[src/rtl/dac_ltc2624_pkg.sv]
// rtl/dac_ltc2624_pkg.sv - shared constants, field positions and FSM states for the LTC2624 responder
// Purpose : command/address codes, frame field positions, channel select helper, FSM state enum.
// Ports   : none (package).
package dac_ltc2624_pkg;

   localparam logic [3:0] CMD_WRITE            = 4'b0000;
   localparam logic [3:0] CMD_UPDATE           = 4'b0001;
   localparam logic [3:0] CMD_WRITE_UPDATE_ALL = 4'b0010;
   localparam logic [3:0] CMD_WRITE_UPDATE     = 4'b0011;
   localparam logic [3:0] CMD_POWERDOWN        = 4'b0100;
   localparam logic [3:0] CMD_NOP              = 4'b1111;

   localparam logic [3:0] ADDR_A   = 4'b0000;
   localparam logic [3:0] ADDR_B   = 4'b0001;
   localparam logic [3:0] ADDR_C   = 4'b0010;
   localparam logic [3:0] ADDR_D   = 4'b0011;
   localparam logic [3:0] ADDR_ALL = 4'b1111;

   localparam int CMD_LSB  = 20;
   localparam int ADDR_LSB = 16;
   localparam int DATA_LSB = 4;
   localparam int DATA_W   = 12;
   localparam int NUM_CH   = 4;
   localparam int CNT_W    = 6;

   typedef enum logic [1:0] {
      ST_IDLE,
      ST_SHIFT,
      ST_APPLY,
      ST_ERR
   } state_e;

   // One-hot channel mask {D,C,B,A}; unused addresses select nothing.
   function automatic logic [NUM_CH-1:0] chan_sel(input logic [3:0] addr);
      logic [NUM_CH-1:0] sel;
      sel = '0;
      case (addr)
         ADDR_A:   sel = 4'b0001;
         ADDR_B:   sel = 4'b0010;
         ADDR_C:   sel = 4'b0100;
         ADDR_D:   sel = 4'b1000;
         ADDR_ALL: sel = 4'b1111;
         default:  sel = 4'b0000;
      endcase
      return sel;
   endfunction

endpackage

[src/rtl/dac_ltc2624_sync_edge.sv]
// rtl/dac_ltc2624_sync_edge.sv - N-stage synchronizer with registered rise/fall pulses
// Purpose : bring one asynchronous input into the clk_i domain and flag its edges.
// Ports   : clk_i, rst_i (async, active-high), d_i (async input),
//           level_o (synchronized level, aligned with the edge pulses),
//           rise_o / fall_o (one-cycle pulses, one cycle after the synchronized value changes).
module sync_edge #(
   parameter int STAGES = 2
) (
   input  logic clk_i,
   input  logic rst_i,
   input  logic d_i,
   output logic level_o,
   output logic rise_o,
   output logic fall_o
);

   logic [STAGES-1:0] sync_q;
   logic              hist_q;
   logic              rise_q;
   logic              fall_q;

   always_ff @(posedge clk_i or posedge rst_i) begin
      if (rst_i) begin
         sync_q <= '0;
         hist_q <= 1'b0;
         rise_q <= 1'b0;
         fall_q <= 1'b0;
      end else begin
         sync_q <= {sync_q[STAGES-2:0], d_i};
         hist_q <= sync_q[STAGES-1];
         rise_q <= sync_q[STAGES-1] & ~hist_q;
         fall_q <= ~sync_q[STAGES-1] & hist_q;
      end
   end

   // The history flop is reported as the level so level and pulses line up.
   assign level_o = hist_q;
   assign rise_o  = rise_q;
   assign fall_o  = fall_q;

endmodule

[src/rtl/dac_ltc2624_rx.sv]
// rtl/dac_ltc2624_rx.sv - LTC2624 SPI responder: deframes, decodes, holds channel registers, echoes
// Purpose : oversampled SPI slave modelling the LTC2624 quad DAC register file.
// Ports   : CLK50MHZ, RST (async, active-high), SPI_SCK, DAC_CS (active low), DAC_CLR (active low),
//           dac_in (MOSI), DAC_OUT (echo of previous valid frame), rx_command/rx_address/rx_data
//           (last valid frame), rx_valid / rx_error pulses, dac_value {D,C,B,A}, dac_pd {D,C,B,A}.
module dac_ltc2624_rx
   import dac_ltc2624_pkg::*;
#(
   parameter int FRAME_BITS  = 32,
   parameter int SYNC_STAGES = 2
) (
   input  logic        CLK50MHZ,
   input  logic        RST,
   input  logic        SPI_SCK,
   input  logic        DAC_CS,
   input  logic        DAC_CLR,
   input  logic        dac_in,
   output logic        DAC_OUT,
   output logic [3:0]  rx_command,
   output logic [3:0]  rx_address,
   output logic [11:0] rx_data,
   output logic        rx_valid,
   output logic        rx_error,
   output logic [47:0] dac_value,
   output logic [3:0]  dac_pd
);

   localparam logic [CNT_W-1:0] CNT_FULL = CNT_W'(FRAME_BITS);
   localparam logic [CNT_W-1:0] CNT_MAX  = CNT_W'(FRAME_BITS + 1);

   logic sck_lvl_unused, sck_rise, sck_fall;
   logic cs_lvl, cs_rise, cs_fall;
   logic din_lvl, unused_din_rise, unused_din_fall;
   logic clr_lvl, unused_clr_rise, unused_clr_fall;

   sync_edge #(.STAGES(SYNC_STAGES)) u_sync_sck (
      .clk_i(CLK50MHZ), .rst_i(RST), .d_i(SPI_SCK),
      .level_o(sck_lvl_unused), .rise_o(sck_rise), .fall_o(sck_fall));
   sync_edge #(.STAGES(SYNC_STAGES)) u_sync_cs (
      .clk_i(CLK50MHZ), .rst_i(RST), .d_i(DAC_CS),
      .level_o(cs_lvl), .rise_o(cs_rise), .fall_o(cs_fall));
   sync_edge #(.STAGES(SYNC_STAGES)) u_sync_din (
      .clk_i(CLK50MHZ), .rst_i(RST), .d_i(dac_in),
      .level_o(din_lvl), .rise_o(unused_din_rise), .fall_o(unused_din_fall));
   sync_edge #(.STAGES(SYNC_STAGES)) u_sync_clr (
      .clk_i(CLK50MHZ), .rst_i(RST), .d_i(DAC_CLR),
      .level_o(clr_lvl), .rise_o(unused_clr_rise), .fall_o(unused_clr_fall));

   state_e                         state_q, state_d;
   logic [CNT_W-1:0]               cnt_q, cnt_d;
   logic [FRAME_BITS-1:0]          rx_sr_q, rx_sr_d;
   logic [FRAME_BITS-1:0]          echo_sr_q, echo_sr_d;
   logic [FRAME_BITS-1:0]          echo_word_q, echo_word_d;
   logic [3:0]                     cmd_q, cmd_d;
   logic [3:0]                     addr_q, addr_d;
   logic [DATA_W-1:0]              data_q, data_d;
   logic [NUM_CH-1:0][DATA_W-1:0]  in_q, in_d;
   logic [NUM_CH-1:0][DATA_W-1:0]  dac_q, dac_d;
   logic [NUM_CH-1:0]              pd_q, pd_d;

   logic [3:0]        f_cmd;
   logic [3:0]        f_addr;
   logic [DATA_W-1:0] f_data;
   logic [NUM_CH-1:0] f_sel;

   assign f_cmd  = rx_sr_q[CMD_LSB +: 4];
   assign f_addr = rx_sr_q[ADDR_LSB +: 4];
   assign f_data = rx_sr_q[DATA_LSB +: DATA_W];
   assign f_sel  = chan_sel(f_addr);

   always_ff @(posedge CLK50MHZ or posedge RST) begin
      if (RST) begin
         state_q     <= ST_IDLE;
         cnt_q       <= '0;
         rx_sr_q     <= '0;
         echo_sr_q   <= '0;
         echo_word_q <= '0;
         cmd_q       <= '0;
         addr_q      <= '0;
         data_q      <= '0;
         in_q        <= '0;
         dac_q       <= '0;
         pd_q        <= '0;
      end else begin
         state_q     <= state_d;
         cnt_q       <= cnt_d;
         rx_sr_q     <= rx_sr_d;
         echo_sr_q   <= echo_sr_d;
         echo_word_q <= echo_word_d;
         cmd_q       <= cmd_d;
         addr_q      <= addr_d;
         data_q      <= data_d;
         in_q        <= in_d;
         dac_q       <= dac_d;
         pd_q        <= pd_d;
      end
   end

   // The frame is decoded and executed on the SHIFT->APPLY transition so that
   // the registers and the rx_valid pulse (APPLY state) appear in the same cycle.
   always_comb begin
      state_d     = state_q;
      cnt_d       = cnt_q;
      rx_sr_d     = rx_sr_q;
      echo_sr_d   = echo_sr_q;
      echo_word_d = echo_word_q;
      cmd_d       = cmd_q;
      addr_d      = addr_q;
      data_d      = data_q;
      in_d        = in_q;
      dac_d       = dac_q;
      pd_d        = pd_q;

      case (state_q)
         ST_IDLE: begin
            if (cs_fall) begin
               state_d   = ST_SHIFT;
               cnt_d     = '0;
               echo_sr_d = echo_word_q;
            end
         end
         ST_SHIFT: begin
            if (sck_rise) begin
               rx_sr_d = {rx_sr_q[FRAME_BITS-2:0], din_lvl};
               if (cnt_q != CNT_MAX) cnt_d = cnt_q + 1'b1;
            end
            if (sck_fall) echo_sr_d = {echo_sr_q[FRAME_BITS-2:0], 1'b0};
            if (cs_rise) begin
               if (cnt_q == CNT_FULL) begin
                  state_d     = ST_APPLY;
                  cmd_d       = f_cmd;
                  addr_d      = f_addr;
                  data_d      = f_data;
                  echo_word_d = rx_sr_q;
                  case (f_cmd)
                     CMD_WRITE: begin
                        for (int ch = 0; ch < NUM_CH; ch++)
                           if (f_sel[ch]) in_d[ch] = f_data;
                     end
                     CMD_UPDATE: begin
                        for (int ch = 0; ch < NUM_CH; ch++)
                           if (f_sel[ch]) begin
                              dac_d[ch] = in_q[ch];
                              pd_d[ch]  = 1'b0;
                           end
                     end
                     CMD_WRITE_UPDATE_ALL: begin
                        for (int ch = 0; ch < NUM_CH; ch++)
                           if (f_sel[ch]) in_d[ch] = f_data;
                        dac_d = in_d;
                        pd_d  = '0;
                     end
                     CMD_WRITE_UPDATE: begin
                        for (int ch = 0; ch < NUM_CH; ch++)
                           if (f_sel[ch]) begin
                              in_d[ch]  = f_data;
                              dac_d[ch] = f_data;
                              pd_d[ch]  = 1'b0;
                           end
                     end
                     CMD_POWERDOWN: begin
                        for (int ch = 0; ch < NUM_CH; ch++)
                           if (f_sel[ch]) pd_d[ch] = 1'b1;
                     end
                     default: ;
                  endcase
               end else begin
                  state_d = ST_ERR;
               end
            end
         end
         ST_APPLY: state_d = ST_IDLE;
         ST_ERR:   state_d = ST_IDLE;
         default:  state_d = ST_IDLE;
      endcase

      // Clear wins over any write landing in the same cycle; power-down flags survive.
      if (!clr_lvl) begin
         in_d  = '0;
         dac_d = '0;
      end
   end

   // Gated by SHIFT as well so the stale shift register is never seen in the
   // single cycle between the CS level dropping and the echo word being loaded.
   assign DAC_OUT    = echo_sr_q[FRAME_BITS-1] & ~cs_lvl & (state_q == ST_SHIFT);
   assign rx_command = cmd_q;
   assign rx_address = addr_q;
   assign rx_data    = data_q;
   assign rx_valid   = (state_q == ST_APPLY);
   assign rx_error   = (state_q == ST_ERR);
   assign dac_value  = dac_q;
   assign dac_pd     = pd_q;

endmodule

[config.mk]
export PLATFORM = sky130hd
export DESIGN_NAME = dac_ltc2624_rx
export DESIGN_NICKNAME = d
export VERILOG_FILES = /design/src/rtl/dac_ltc2624_pkg.sv /design/src/rtl/dac_ltc2624_sync_edge.sv /design/src/rtl/dac_ltc2624_rx.sv
export SDC_FILE = /design/constraint.sdc
export NUM_CORES = 1
export LEC_CHECK = 0
export ABC_CLOCK_PERIOD_IN_PS = 10900
export BUFFER_PORTS_ARGS = -buffer_cell sky130_fd_sc_hd__buf_2
export CORE_MARGIN = 4
export CORE_UTILIZATION = 55
export DETAILED_ROUTE_END_ITERATION = 10
export GPL_TIMING_DRIVEN = 1
export PLACE_DENSITY = 0.76
export SYNTH_ARGS = -nofsm -noshare
export SYNTH_HDL_FRONTEND = slang
export SYNTH_SLANG_ARGS = --single-unit
[constraint.sdc]
create_clock -name CLK50MHZ -period 10.9 [get_ports CLK50MHZ]
set_input_delay 1.09 -clock CLK50MHZ [delete_from_list [all_inputs] [get_ports CLK50MHZ]]
set_output_delay 1.09 -clock CLK50MHZ [all_outputs]
set_load 0.005 [all_outputs]
# After elaboration in Yosys (flattened, before gate mapping)
# Cells that the tools add are included.
# Widths: inputs -> output; s select.
# op_classes
n_eq_ne	39
add_sub_neg	1
reduce_logical	22
bitwise	10
mux	43
# op_table
cell	count
$mux 48	9
$mux 12	12
$pmux 48 s3	1
$mux 32	2
$pmux 32 s2	1
$reduce_and 6->1	8
$ne 3x3->1 const B	8
$pmux 4 s5	1
$mux 6	3
$ne 2x2->1 const B	9
$eq 4x2->1 const B	4
$ne 2x1->1 const B	8
$pmux 4 s3	1
$pmux 6 s2	1
$mux 1	9
$eq 4x1->1 const B	2
$logic_not 4->1	2
$reduce_and 4->1	2
$add 6x1->6 const B	1
$and 1x1->1	6
$eq 6x6->1 const B	1
$ne 6x6->1 const B	1
$pmux 2 s3	1
$reduce_and 3->1	2
other kinds (13)	20
# word_totals
output_inout_bits	75
inputBits	6
register_bits	240
elab_cells	147

# Longest topological paths before layout
# Gate-level depths: netlist (run 1).
# depth
word_depth	8
depth_mapped	8
depth_no_buf	6

# By module
# A second synthesis (run 1) with hierarchy kept.
# hier_totals
cells_unflattened	773
area_unflattened_um2	9615.5
# by_module_without_submodules
mod	cells_per_inst	instances	seq_area_each_um2	area_per_inst_um2
dac_ltc2624_rx	741	1	5104.9	9039.9
sync_edge	8	4	125.1	143.9

# Worst setup path before layout (run 1)
# Ideal clock, no wire load.
# synth_path
path_type	reg-to-reg
start	register cnt_q[2]
end	register dac_q, in the netlist dac_value[36]
path_stages_with_launch	6
setup_ns	0.125
t_arrival_ns	2.118
n_path_buf	1
setup_slack_ns	8.657
t_required_ns	10.775
period_less_slack_ns	2.243
cell_sequence	dfrtp_1 or4b_4 o41ai_4 o21a_2 buf_6 mux2_2
# synth_between
elab_chain_len	3
# synth_lines
element	line	source
from (decl)	dac_ltc2624_rx.sv:50	logic [CNT_W-1:0] cnt_q, cnt_d;
from (signal assigned)	dac_ltc2624_rx.sv:86	cnt_q <= cnt_d;
$eq 6x6->1	dac_ltc2624_rx.sv:129	if (cnt_q == CNT_FULL) begin
$ne 2x2->1 (no line)	-	
$reduce_and 6->1 (no line)	-	
to (signal assigned)	dac_ltc2624_rx.sv:82	dac_q <= '0;
to (signal assigned)	dac_ltc2624_rx.sv:94	dac_q <= dac_d;
to (decl)	dac_ltc2624_rx.sv:58	logic [NUM_CH-1:0][DATA_W-1:0] dac_q, dac_d;
# Every way passes these cells.
# A chain may end at the register's enable or synchronous reset.

# Worst setup path after layout (run 1)
# layout_path
start	register u_sync_clr.hist_q (netlist: u_sync_clr.level_o)
end	register in_q[29] (netlist bit)
# layout_between
elab_chain_len	2
elab_cells_between_ends	6
classes_between	eq/ne: 4; mux: 1; reduce/logical: 1
# layout_lines
element	line	source
from (decl)	dac_ltc2624_sync_edge.sv:18	logic hist_q;
from (signal assigned)	dac_ltc2624_sync_edge.sv:30	hist_q <= sync_q[STAGES-1];
$ne 2x2->1 (no line)	-	
$reduce_and 4->1 (no line)	-	
to (signal assigned)	dac_ltc2624_rx.sv:93	in_q <= in_d;
to (decl)	dac_ltc2624_rx.sv:57	logic [NUM_CH-1:0][DATA_W-1:0] in_q, in_d;
# Parallel ways exist; a longest one is shown, timed or not.

==> run summary, run 1 <==
Yosys top cell by area = dfrtp_1
DIE AREA = 19,840 um2
share of cells above drive strength 1 = 0.2533
share of the clock period used by the worst path = 0.2593
Pwr Density = 169.4 nW/um2
Multi-input gate area = 3756 um2
CP max-delay cell = nor3b_2
Hold/Removal Path Class = flip-flop to flip-flop
synthesis-stage register bit count = 220
CP Capture Type = flip-flop
Starting Density = 0.5611
Setup WS post-layout = 8.074 ns
Cell variety after synth = 56
routed len/inst = 20.37 um
Worst-Skew Late Latency = 0.50 ns
WS Path Type = flip-flop to flip-flop
CP Data Required Time = 11.33 ns
gp weighted congestion = 0.8375
FMAX = 353.8 MHz
# diodes = 0
Final Critical Period = 2.826 ns
DP Wirelength = 13,750 um
largest net degree at the start of global routing = 156
Ys Warns = 0
number of cells produced by synthesis = 783
syn_area_per_cell = 12.40 um2
Comb pwr share = 0.098
count leader, synth = dfrtp_1
number of enable flip-flop cells after synthesis = 0
Place WS = 7.997 ns
vias = 6,554
crit path DAT = 3.26 ns
status = finished clean
cell-internal power = 1349 uW
Setup TNS = 0 ns
core area = 17,300 um2
Die H = 140.8 um
Residual DRC = 0
worst-path maximum fanout = 44
net switching power = 473.5 uW
IO Count = 81
Area Growth Syn to Fin = 10.89%
drt via density = 6.266
vias in the first global route = 6,789
Detailed Route Iter0 Violations = 433
first-pass GRT wire length = 35,820 um
RSZ-0062 raised after global routing = false
Relative slew margins = 0.1842
Async SR Flop Fraction = 1.000
Yosys top cell area share = 0.5672
largest cells by area after synthesis = dfrtp_1, mux2_2, mux2i_1, a22o_1, o21ai_0
max-slew violations = 0
H-Tree Depth = 1
Net Sw Frac = 0.2598
post-cts sizing count = 0
CTS Buf Count = 23
final hold vios = 0
Clock Power Share = 0.406
hold_ws = 0.3428 ns
predominant post-synthesis flop cell = dfrtp_1
Setup crit start kind = flip-flop
measured slew at the worst slew-check pin = 1.218 ns
port bufs = 80
total global routing overflow = 0
# rows = 48
CTS tree = done
Final nets = 818
crit path cell chain = buf_4, clkinv_1, a211o_1, nor3b_2, a22o_1
Root Driver = clkbuf_16
clock skew = 0.009604 ns
post-route ant nets = 0
Die W = 140.8 um
GRT Resource Usage Total = 0.2193
number of setup buffers added after CTS = 0
Synth Cell Area = 9706 um2
peak supply drop = 0.1195 mV
post-synthesis net count = 792
critical path's top delay family = buffers and inverters
clk buf depth = 3
Routed Wire Length = 21,310 um
P_leak = 0.005320 uW
Sink Count = 220
synth cell count leaders = dfrtp_1, mux2_2, mux2i_1, o21ai_0, a22o_1
Seq/Total Area, Yosys = 0.5672
Largest stage delay, worst path = 0.73 ns
CTS hold repair buffers = 0
Worst-path clk slew = 0.06 ns
fill count = 1,309
storage element area = 5505 um2
initial antenna violation count = 0
Seq pwr share = 0.496
DRT Pass-1 Iters = 5
Worst Path Buf+Inv = 2
max-capacitance violation count = 0
Final Setup Violations = 0
## stage by stage
step	utilization	instance area [um2]	power (uW)	instances
after global placement	0.5812	10050	1086	1009
final	0.6223	10760	1823	1046
after CTS	0.6223	10760	1842	1046
after global routing	0.6223	10760	1897	1046
after floorplan	-	9706	1035	783
after detailed placement	0.5812	10050	1096	1009
## worst paths after layout
path / slack [ns] / endpoint / startpoint / cells past startpoint
worst max-delay path: 8.07 / in_q[29] / u_sync_clr.level_o / 5
worst min-delay path: 0.34 / u_sync_din.level_o / u_sync_din.sync_q[1] / 0
worst max register to register: 8.07 / in_q[29] / u_sync_clr.level_o / 5
worst min register to register: 0.34 / u_sync_din.level_o / u_sync_din.sync_q[1] / 0
max in group asynchronous: 8.56 / echo_word_q[10] / RST / 3
min in group asynchronous: 0.80 / u_sync_din.sync_q[0] / RST / 2
## placed cells by master, fill, tap and decap left out, types with 5 or more instances in the layout
cell type    n
mux2_2      67
clkbuf_16   23
buf_2       80
clkbuf_8     5
clkbuf_1     5
nand2_1     47
nand3b_1    13
inv_1        5
nand3_1     13
o2111ai_1   13
o21ai_0     57
buf_4       10
o211ai_1    13
a22o_1      53
dfrtp_1    220
o2bb2ai_1   24
nand4_1     13
nor2b_1      6
o31ai_1     14
mux2i_1     67
## metal layers
layer  track usage  up-vias  part of all wire
li1              -     2934                 -
met5             0        -                 0
met2        0.3488      235              0.47
met1        0.3044     3330              0.43
met3       0.04444       55             0.073
met4       0.07394        0             0.031
## area by class of cell
type / instances / share of cell area
Tap cell: 225 / 0.02616
Inverter: 7 / 0.003139
Clock inverter: 4 / 0.004418
Timing Repair Buffer: 90 / 0.04418
Clock buffer: 33 / 0.06161
Sequential cell: 220 / 0.5115
Multi-Input combinational cell: 467 / 0.3490
## power by group through the flow
| stage | combinational, uW | sequential [uW] | clock [uW] |
|---|---|---|---|
| after floorplan | 161 | 874 | 0 |
| after global placement | 173 | 913 | 0 |
| after detailed placement | 180 | 916 | 0 |
| after CTS | 182 | 902 | 758 |
| after global routing | 198 | 909 | 791 |
| final | 179 | 903 | 740 |
## sequential cells by signal, indices dropped and copies added, names as in the netlist
register / cells
u_sync_cs.sync_q: 2
in_q: 48
rx_sr_q: 32
u_sync_cs.fall_o: 1
u_sync_sck.sync_q: 2
u_sync_cs.level_o: 1
u_sync_din.sync_q: 2
u_sync_sck.level_o: 1
echo_word_q: 32
cnt_q: 6
u_sync_din.level_o: 1
u_sync_clr.sync_q: 2
u_sync_clr.level_o: 1
u_sync_cs.rise_o: 1
echo_sr_q: 32
u_sync_sck.fall_o: 1
dac_value: 48
state_q: 2
u_sync_sck.rise_o: 1
dac_pd: 4
## cell families after synthesis
logic type | share of synthesized area
DFF | 0.5672
AOI/OAI and AO/OA | 0.1510
muxes | 0.1515
and+or+nand+nor | 0.07683
buffers and inverters | 0.04873
adders and majority gates | 0.003868
xor gates and xnor gates | 0.0009026
(Power assumes the default switching activity.)
==> inputs of run 2 (changes only) <==
--- a/config.mk
+++ b/config.mk
@@ -5,7 +5,7 @@
 export SDC_FILE = /design/constraint.sdc
 export NUM_CORES = 1
 export LEC_CHECK = 0
-export ABC_CLOCK_PERIOD_IN_PS = 10900
+export ABC_CLOCK_PERIOD_IN_PS = 2800
 export BUFFER_PORTS_ARGS = -buffer_cell sky130_fd_sc_hd__buf_2
 export CORE_MARGIN = 4
 export CORE_UTILIZATION = 55
==> constraint.sdc (replaced) <==
create_clock -name CLK50MHZ -period 2.8 [get_ports CLK50MHZ]
set_input_delay 0.28 -clock CLK50MHZ [delete_from_list [all_inputs] [get_ports CLK50MHZ]]
set_output_delay 0.28 -clock CLK50MHZ [all_outputs]
set_load 0.005 [all_outputs]
==> run 2 against run 1 <==
Compared with the run above:
- combinational power increased to 4.1 times the previous value
- maximum frequency increased by 13%
- sequential share of layout area decreased by 0.98 points
- cell count increased by 1.8%
- critical path depth decreased by 1
- global-route usage increased by 0.43 points
- sequential cell count unchanged
- non-clock buffer count increased by 17
- utilization increased by 1.2 points
- register-to-register slack got worse by 7.8 ns
- clock power increased to 4.0 times the previous value
- first-iteration DRC count increased by 39%
==> run summary, run 2 (same netlist as run 1, synthesis figures left out) <==
CTS Buf Count = 23 (unchanged)
WS Path Type = flip-flop to flip-flop (unchanged)
H-Tree Depth = 1 (unchanged)
Worst-path clk slew = 0.06 ns (about the same)
GRT Resource Usage Total = 0.2236 (was 0.2193)
share of the clock period used by the worst path = 0.8960 (was 0.2593)
worst-path maximum fanout = 9 (was 44)
drt via density = 6.208 (was 6.266)
crit path DAT = 2.90 ns (was 3.26 ns)
total global routing overflow = 0 (unchanged)
gp weighted congestion = 0.8970 (was 0.8375)
Final Critical Period = 2.509 ns (was 2.826 ns)
Final nets = 835 (was 818)
Die H = 140.8 um (unchanged)
measured slew at the worst slew-check pin = 1.157 ns (was 1.218 ns)
Routed Wire Length = 21,920 um (was 21,310 um)
Pwr Density = 657.2 nW/um2 (was 169.4 nW/um2)
Die W = 140.8 um (unchanged)
CP Data Required Time = 3.19 ns (was 11.33 ns)
max-slew violations = 0 (unchanged)
design area = 10,970 um2 (was 10,760 um2)
core area = 17,300 um2 (unchanged)
Area Growth Syn to Fin = 13.06% (was 10.89%)
FMAX = 398.6 MHz (was 353.8 MHz)
Worst-Skew Late Latency = 0.50 ns (about the same)
most common cell after layout, fill and taps aside = dfrtp_1 (unchanged)
CTS tree = done (unchanged)
post-route ant nets = 0 (unchanged)
vias = 6,612 (was 6,554)
peak supply drop = 0.4059 mV (was 0.1195 mV)
P_leak = 0.005433 uW (was 0.005320 uW)
Setup crit start kind = flip-flop (unchanged)
largest net degree at the start of global routing = 85 (was 156)
share of cells above drive strength 1 = 0.2690 (was 0.2533)
# rows = 48 (unchanged)
routed len/inst = 20.58 um (was 20.37 um)
DP Wirelength = 14,220 um (was 13,750 um)
clk buf depth = 3 (unchanged)
# diodes = 0 (unchanged)
final hold vios = 0 (unchanged)
post-layout total power = 7211 uW (was 1823 uW)
commonest non-fill, non-tap cells in the layout = dfrtp_1, buf_2, mux2i_1, mux2_2, o21ai_0 (unchanged)
port bufs = 80 (unchanged)
clock skew = 0.01359 ns (was 0.009604 ns)
status = finished clean (unchanged)
Hold/Removal Path Class = flip-flop to flip-flop (unchanged)
max-capacitance violation count = 0 (unchanged)
DRT Pass-1 Iters = 5 (unchanged)
Sink Count = 220 (unchanged)
Setup WS post-layout = 0.2913 ns (was 8.074 ns)
Post-DP Area = 10,180 um2 (was 10,050 um2)
hold_ws = 0.3461 ns (was 0.3428 ns)
RSZ-0062 raised after global routing = false (unchanged)
Detailed Route Iter0 Violations = 601 (was 433)
IO Count = 81 (unchanged)
Root Driver = clkbuf_16 (unchanged)
Place WS = 0.3403 ns (was 7.997 ns)
Final Setup Violations = 0 (unchanged)
Relative slew margins = 0.2249 (was 0.1842)
first-pass GRT wire length = 36,220 um (was 35,820 um)
Starting Density = 0.5611 (unchanged)
Residual DRC = 0 (unchanged)
DIE AREA = 19,840 um2 (unchanged)
initial antenna violation count = 0 (unchanged)
CP Capture Type = flip-flop (unchanged)
vias in the first global route = 6,760 (was 6,789)
-- run 2: cell type report --
| cell class | count | area (um2) |
|---|---|---|
| clock buffers | 32 | 679.4 |
| clock inverters | 7 | 62.56 |
| fillers | 1307 | 6324 |
| inverters | 7 | 30.03 |
| multi-input cells | 467 | 3761 |
| flip-flops and latches | 220 | 5505 |
| well taps | 225 | 281.5 |
| repair buffers | 107 | 653.1 |
-- run 2: metrics by stage --
| step | instances | TNS [ns] | util |
|---|---|---|---|
| 2_1_floorplan | 783 | -76.58 | - |
| 3_3_place_gp | 1021 | 0 | 0.5883 |
| 3_5_place_dp | 1021 | 0 | 0.5883 |
| 4_1_cts | 1065 | 0 | 0.6341 |
| 5_1_grt | 1065 | 0 | 0.6344 |
| 6_report | 1065 | 0 | 0.6344 |
-- run 2: worst paths after layout --
check / from / to / slack, ns / cells past startpoint
setup / recovery: rx_sr_q[22] / dac_pd[2] / 0.29 / 4
setup reg to reg: rx_sr_q[22] / dac_pd[2] / 0.29 / 4
max in group asynchronous: RST / dac_value[41] / 1.55 / 4
hold / removal: u_sync_cs.sync_q[0] / u_sync_cs.sync_q[1] / 0.35 / 0
hold reg to reg: u_sync_cs.sync_q[0] / u_sync_cs.sync_q[1] / 0.35 / 0
min in group asynchronous: RST / dac_value[11] / 0.41 / 3
-- run 2: power by group --
| part | leakage (uW) | switching [uW] | internal (uW) | total (uW) |
|---|---|---|---|---|
| sequential | 0.00303 | 246 | 3280 | 3520 |
| combinational | 0.00204 | 457 | 280 | 738 |
| clock | 0.000370 | 1180 | 1770 | 2950 |
| total | 0.00543 | 1880 | 5330 | 7210 |
-- run 2: metal layers --
metal  part of all wire  vias up  track usage
met1               0.44     3358       0.3163
met4              0.024        0      0.07088
li1                   -     2970            -
met2               0.47      237       0.3521
met5                  0        -            0
met3              0.061       47      0.04478
-- run 2: critical path, cell delays in order (launching register included) --
cell,delay (ns)
dfrtp_1,0.50
or3b_2,0.51
a2111oi_0,0.86
o21ai_0,0.28
a22o_1,0.25
-- run 2: what timing repair did --
| item | in CTS | in global routing |
|---|---|---|
| resized for setup | 0 | 1 |
| endpoints found under the hold margin | 28 | 0 |
| hold buffers | 5 | 0 |
| buffers inserted | 0 | 0 |
| endpoints found under the setup margin | 0 | 3 |
==> inputs of run 3 (changes only) <==
--- a/config.mk
+++ b/config.mk
@@ -8,10 +8,10 @@
 export ABC_CLOCK_PERIOD_IN_PS = 2800
 export BUFFER_PORTS_ARGS = -buffer_cell sky130_fd_sc_hd__buf_2
 export CORE_MARGIN = 4
-export CORE_UTILIZATION = 55
+export CORE_UTILIZATION = 30
 export DETAILED_ROUTE_END_ITERATION = 10
 export GPL_TIMING_DRIVEN = 1
-export PLACE_DENSITY = 0.76
+export PLACE_DENSITY = 0.48
 export SYNTH_ARGS = -nofsm -noshare
 export SYNTH_HDL_FRONTEND = slang
 export SYNTH_SLANG_ARGS = --single-unit
==> run 3 against run 2 <==
Compared with the run above:
- combinational power up 3%
- sequential cell count unchanged
- count of clock-buffer cells in the layout fell by 2
- power up 10%
- design area grew 4.3%
- first-iteration DRC count fell by 31%
- clock skew up 0.0038 ns
- maximum frequency increased by 0.92%
- setup slack better by 0.023 ns
- critical path type unchanged
- non-clock buffer count increased by 10
- routed wire length grew 10%
==> run summary, run 3 (same netlist as run 1, synthesis figures left out) <==
status = finished clean (unchanged)
DIE AREA = 35,290 um2 (was 19,840 um2)
P_leak = 0.005571 uW (was 0.005433 uW)
# rows = 65 (was 48)
Worst-Skew Late Latency = 0.52 ns (was 0.50 ns)
Routed Wire Length = 24,120 um (was 21,920 um)
Hold/Removal Path Class = primary input to asynchronous set/reset pin (was flip-flop to flip-flop)
critical path's top delay family = compound AO/OA/AOI/OAI gates (unchanged)
design area = 11,450 um2 (was 10,970 um2)
CTS Buf Count = 25 (was 23)
CTS hold repair buffers = 5 (unchanged)
WS Path Type = flip-flop to flip-flop (unchanged)
first-pass GRT wire length = 38,850 um (was 36,220 um)
Final nets = 847 (was 835)
routed len/inst = 19.21 um (was 20.58 um)
commonest non-fill, non-tap cells in the layout = dfrtp_1, buf_2, mux2i_1, mux2_2, o21ai_0 (unchanged)
Setup crit start kind = flip-flop (unchanged)
Detailed Route Iter0 Violations = 413 (was 601)
clock skew = 0.01735 ns (was 0.01359 ns)
DRT Pass-1 Iters = 5 (unchanged)
number of setup buffers added after CTS = 0 (unchanged)
max-capacitance violation count = 0 (unchanged)
max-slew violations = 0 (unchanged)
Post-DP Area = 10,470 um2 (was 10,180 um2)
post-route ant nets = 0 (unchanged)
CTS tree = done (unchanged)
CP Capture Type = flip-flop (unchanged)
FMAX = 402.3 MHz (was 398.6 MHz)
IO Count = 81 (unchanged)
Die H = 187.9 um (was 140.8 um)
core area = 31,720 um2 (was 17,300 um2)
CP Data Required Time = 3.19 ns (about the same)
Residual DRC = 0 (unchanged)
port bufs = 80 (unchanged)
Sink Count = 220 (unchanged)
largest net degree at the start of global routing = 95 (was 85)
Final Critical Period = 2.486 ns (was 2.509 ns)
Pwr Density = 693.3 nW/um2 (was 657.2 nW/um2)
measured slew at the worst slew-check pin = 1.133 ns (was 1.157 ns)
Worst-path clk slew = 0.06 ns (about the same)
GRT Resource Usage Total = 0.1355 (was 0.2236)
crit path DAT = 2.88 ns (was 2.90 ns)
vias in the first global route = 6,539 (was 6,760)
final hold vios = 0 (unchanged)
share of cells above drive strength 1 = 0.2810 (was 0.2690)
Starting Density = 0.3060 (was 0.5611)
clk buf depth = 3 (unchanged)
post-cts sizing count = 0 (unchanged)
H-Tree Depth = 1 (unchanged)
most common cell after layout, fill and taps aside = dfrtp_1 (unchanged)
RSZ-0062 raised after global routing = false (unchanged)
Largest stage delay, worst path = 0.60 ns (was 0.86 ns)
initial antenna violation count = 0 (unchanged)
worst-path maximum fanout = 12 (was 9)
post-layout total power = 7937 uW (was 7211 uW)
peak supply drop = 0.5318 mV (was 0.4059 mV)
DP Wirelength = 15,690 um (was 14,220 um)
total global routing overflow = 0 (unchanged)
Worst Path Buf+Inv = 0 (unchanged)
Area Growth Syn to Fin = 17.94% (was 13.06%)
drt via density = 5.102 (was 6.208)
CP max-delay cell = or4b_4 (was a2111oi_0)
vias = 6,408 (was 6,612)
share of the clock period used by the worst path = 0.8878 (was 0.8960)
hold_ws = 0.3465 ns (was 0.3461 ns)
# diodes = 0 (unchanged)
crit path cell chain = or4b_4, o41ai_4, o21a_2, mux2_2 (was or3b_2, a2111oi_0, o21ai_0, a22o_1)
Root Driver = clkbuf_16 (unchanged)
Relative slew margins = 0.2412 (was 0.2249)
gp weighted congestion = 0.7898 (was 0.8970)
Final Setup Violations = 0 (unchanged)
Die W = 187.9 um (was 140.8 um)
## run 3: power breakdown
group / switching (uW) / internal (uW)
Sequential: 238 / 3280
Combinational: 467 / 290
Clock: 1290 / 2370
Total: 2000 / 5940
## run 3: per-stage QoR
step | instances | setup TNS, ns | util | setup WS [ns]
6_report | 1256 | 0 | 0.3609 | 0.3142
5_1_grt | 1256 | 0 | 0.3609 | 0.1811
4_1_cts | 1256 | 0 | 0.3609 | 0.2963
3_5_place_dp | 1208 | 0 | 0.3302 | 0.3035
3_3_place_gp | 1208 | 0 | 0.3302 | 0.3491
2_1_floorplan | 783 | -76.58 | - | -0.3481
## run 3: worst min-delay path, stage by stage
cell,delay (ns)
dlygate4sd3_1,0.53
buf_2,0.13
clkinvlp_4,0.36
## run 3: final timing paths
path / start / end / slack [ns] / cells after the start
worst min-delay path: RST / dac_value[11] / 0.35 / 3
worst min register to register: u_sync_din.sync_q[1] / u_sync_din.level_o / 0.35 / 0
worst max-delay path: cnt_q[2] / dac_value[38] / 0.31 / 4
min in group CLK50MHZ: u_sync_din.sync_q[1] / u_sync_din.level_o / 0.35 / 0
worst max register to register: cnt_q[2] / dac_value[38] / 0.31 / 4
max in group asynchronous: RST / rx_sr_q[21] / 1.56 / 4
## run 3: layout make-up
cell class | instances | area, um2
fillers | 3149 | 20270
flip-flops and latches | 220 | 5505
multi-input cells | 467 | 3756
repair buffers | 117 | 728.2
clock buffers | 30 | 684.4
well taps | 402 | 503.0
clock inverters | 13 | 240.2
inverters | 7 | 30.03
## run 3: per-layer routing
metal	global-route usage	vias up	wire length, um
met4	0.03557	0	494
met2	0.2156	129	10950
met1	0.1950	3252	11820
met3	0.01973	34	862
li1	-	2993	-
met5	0	-	0
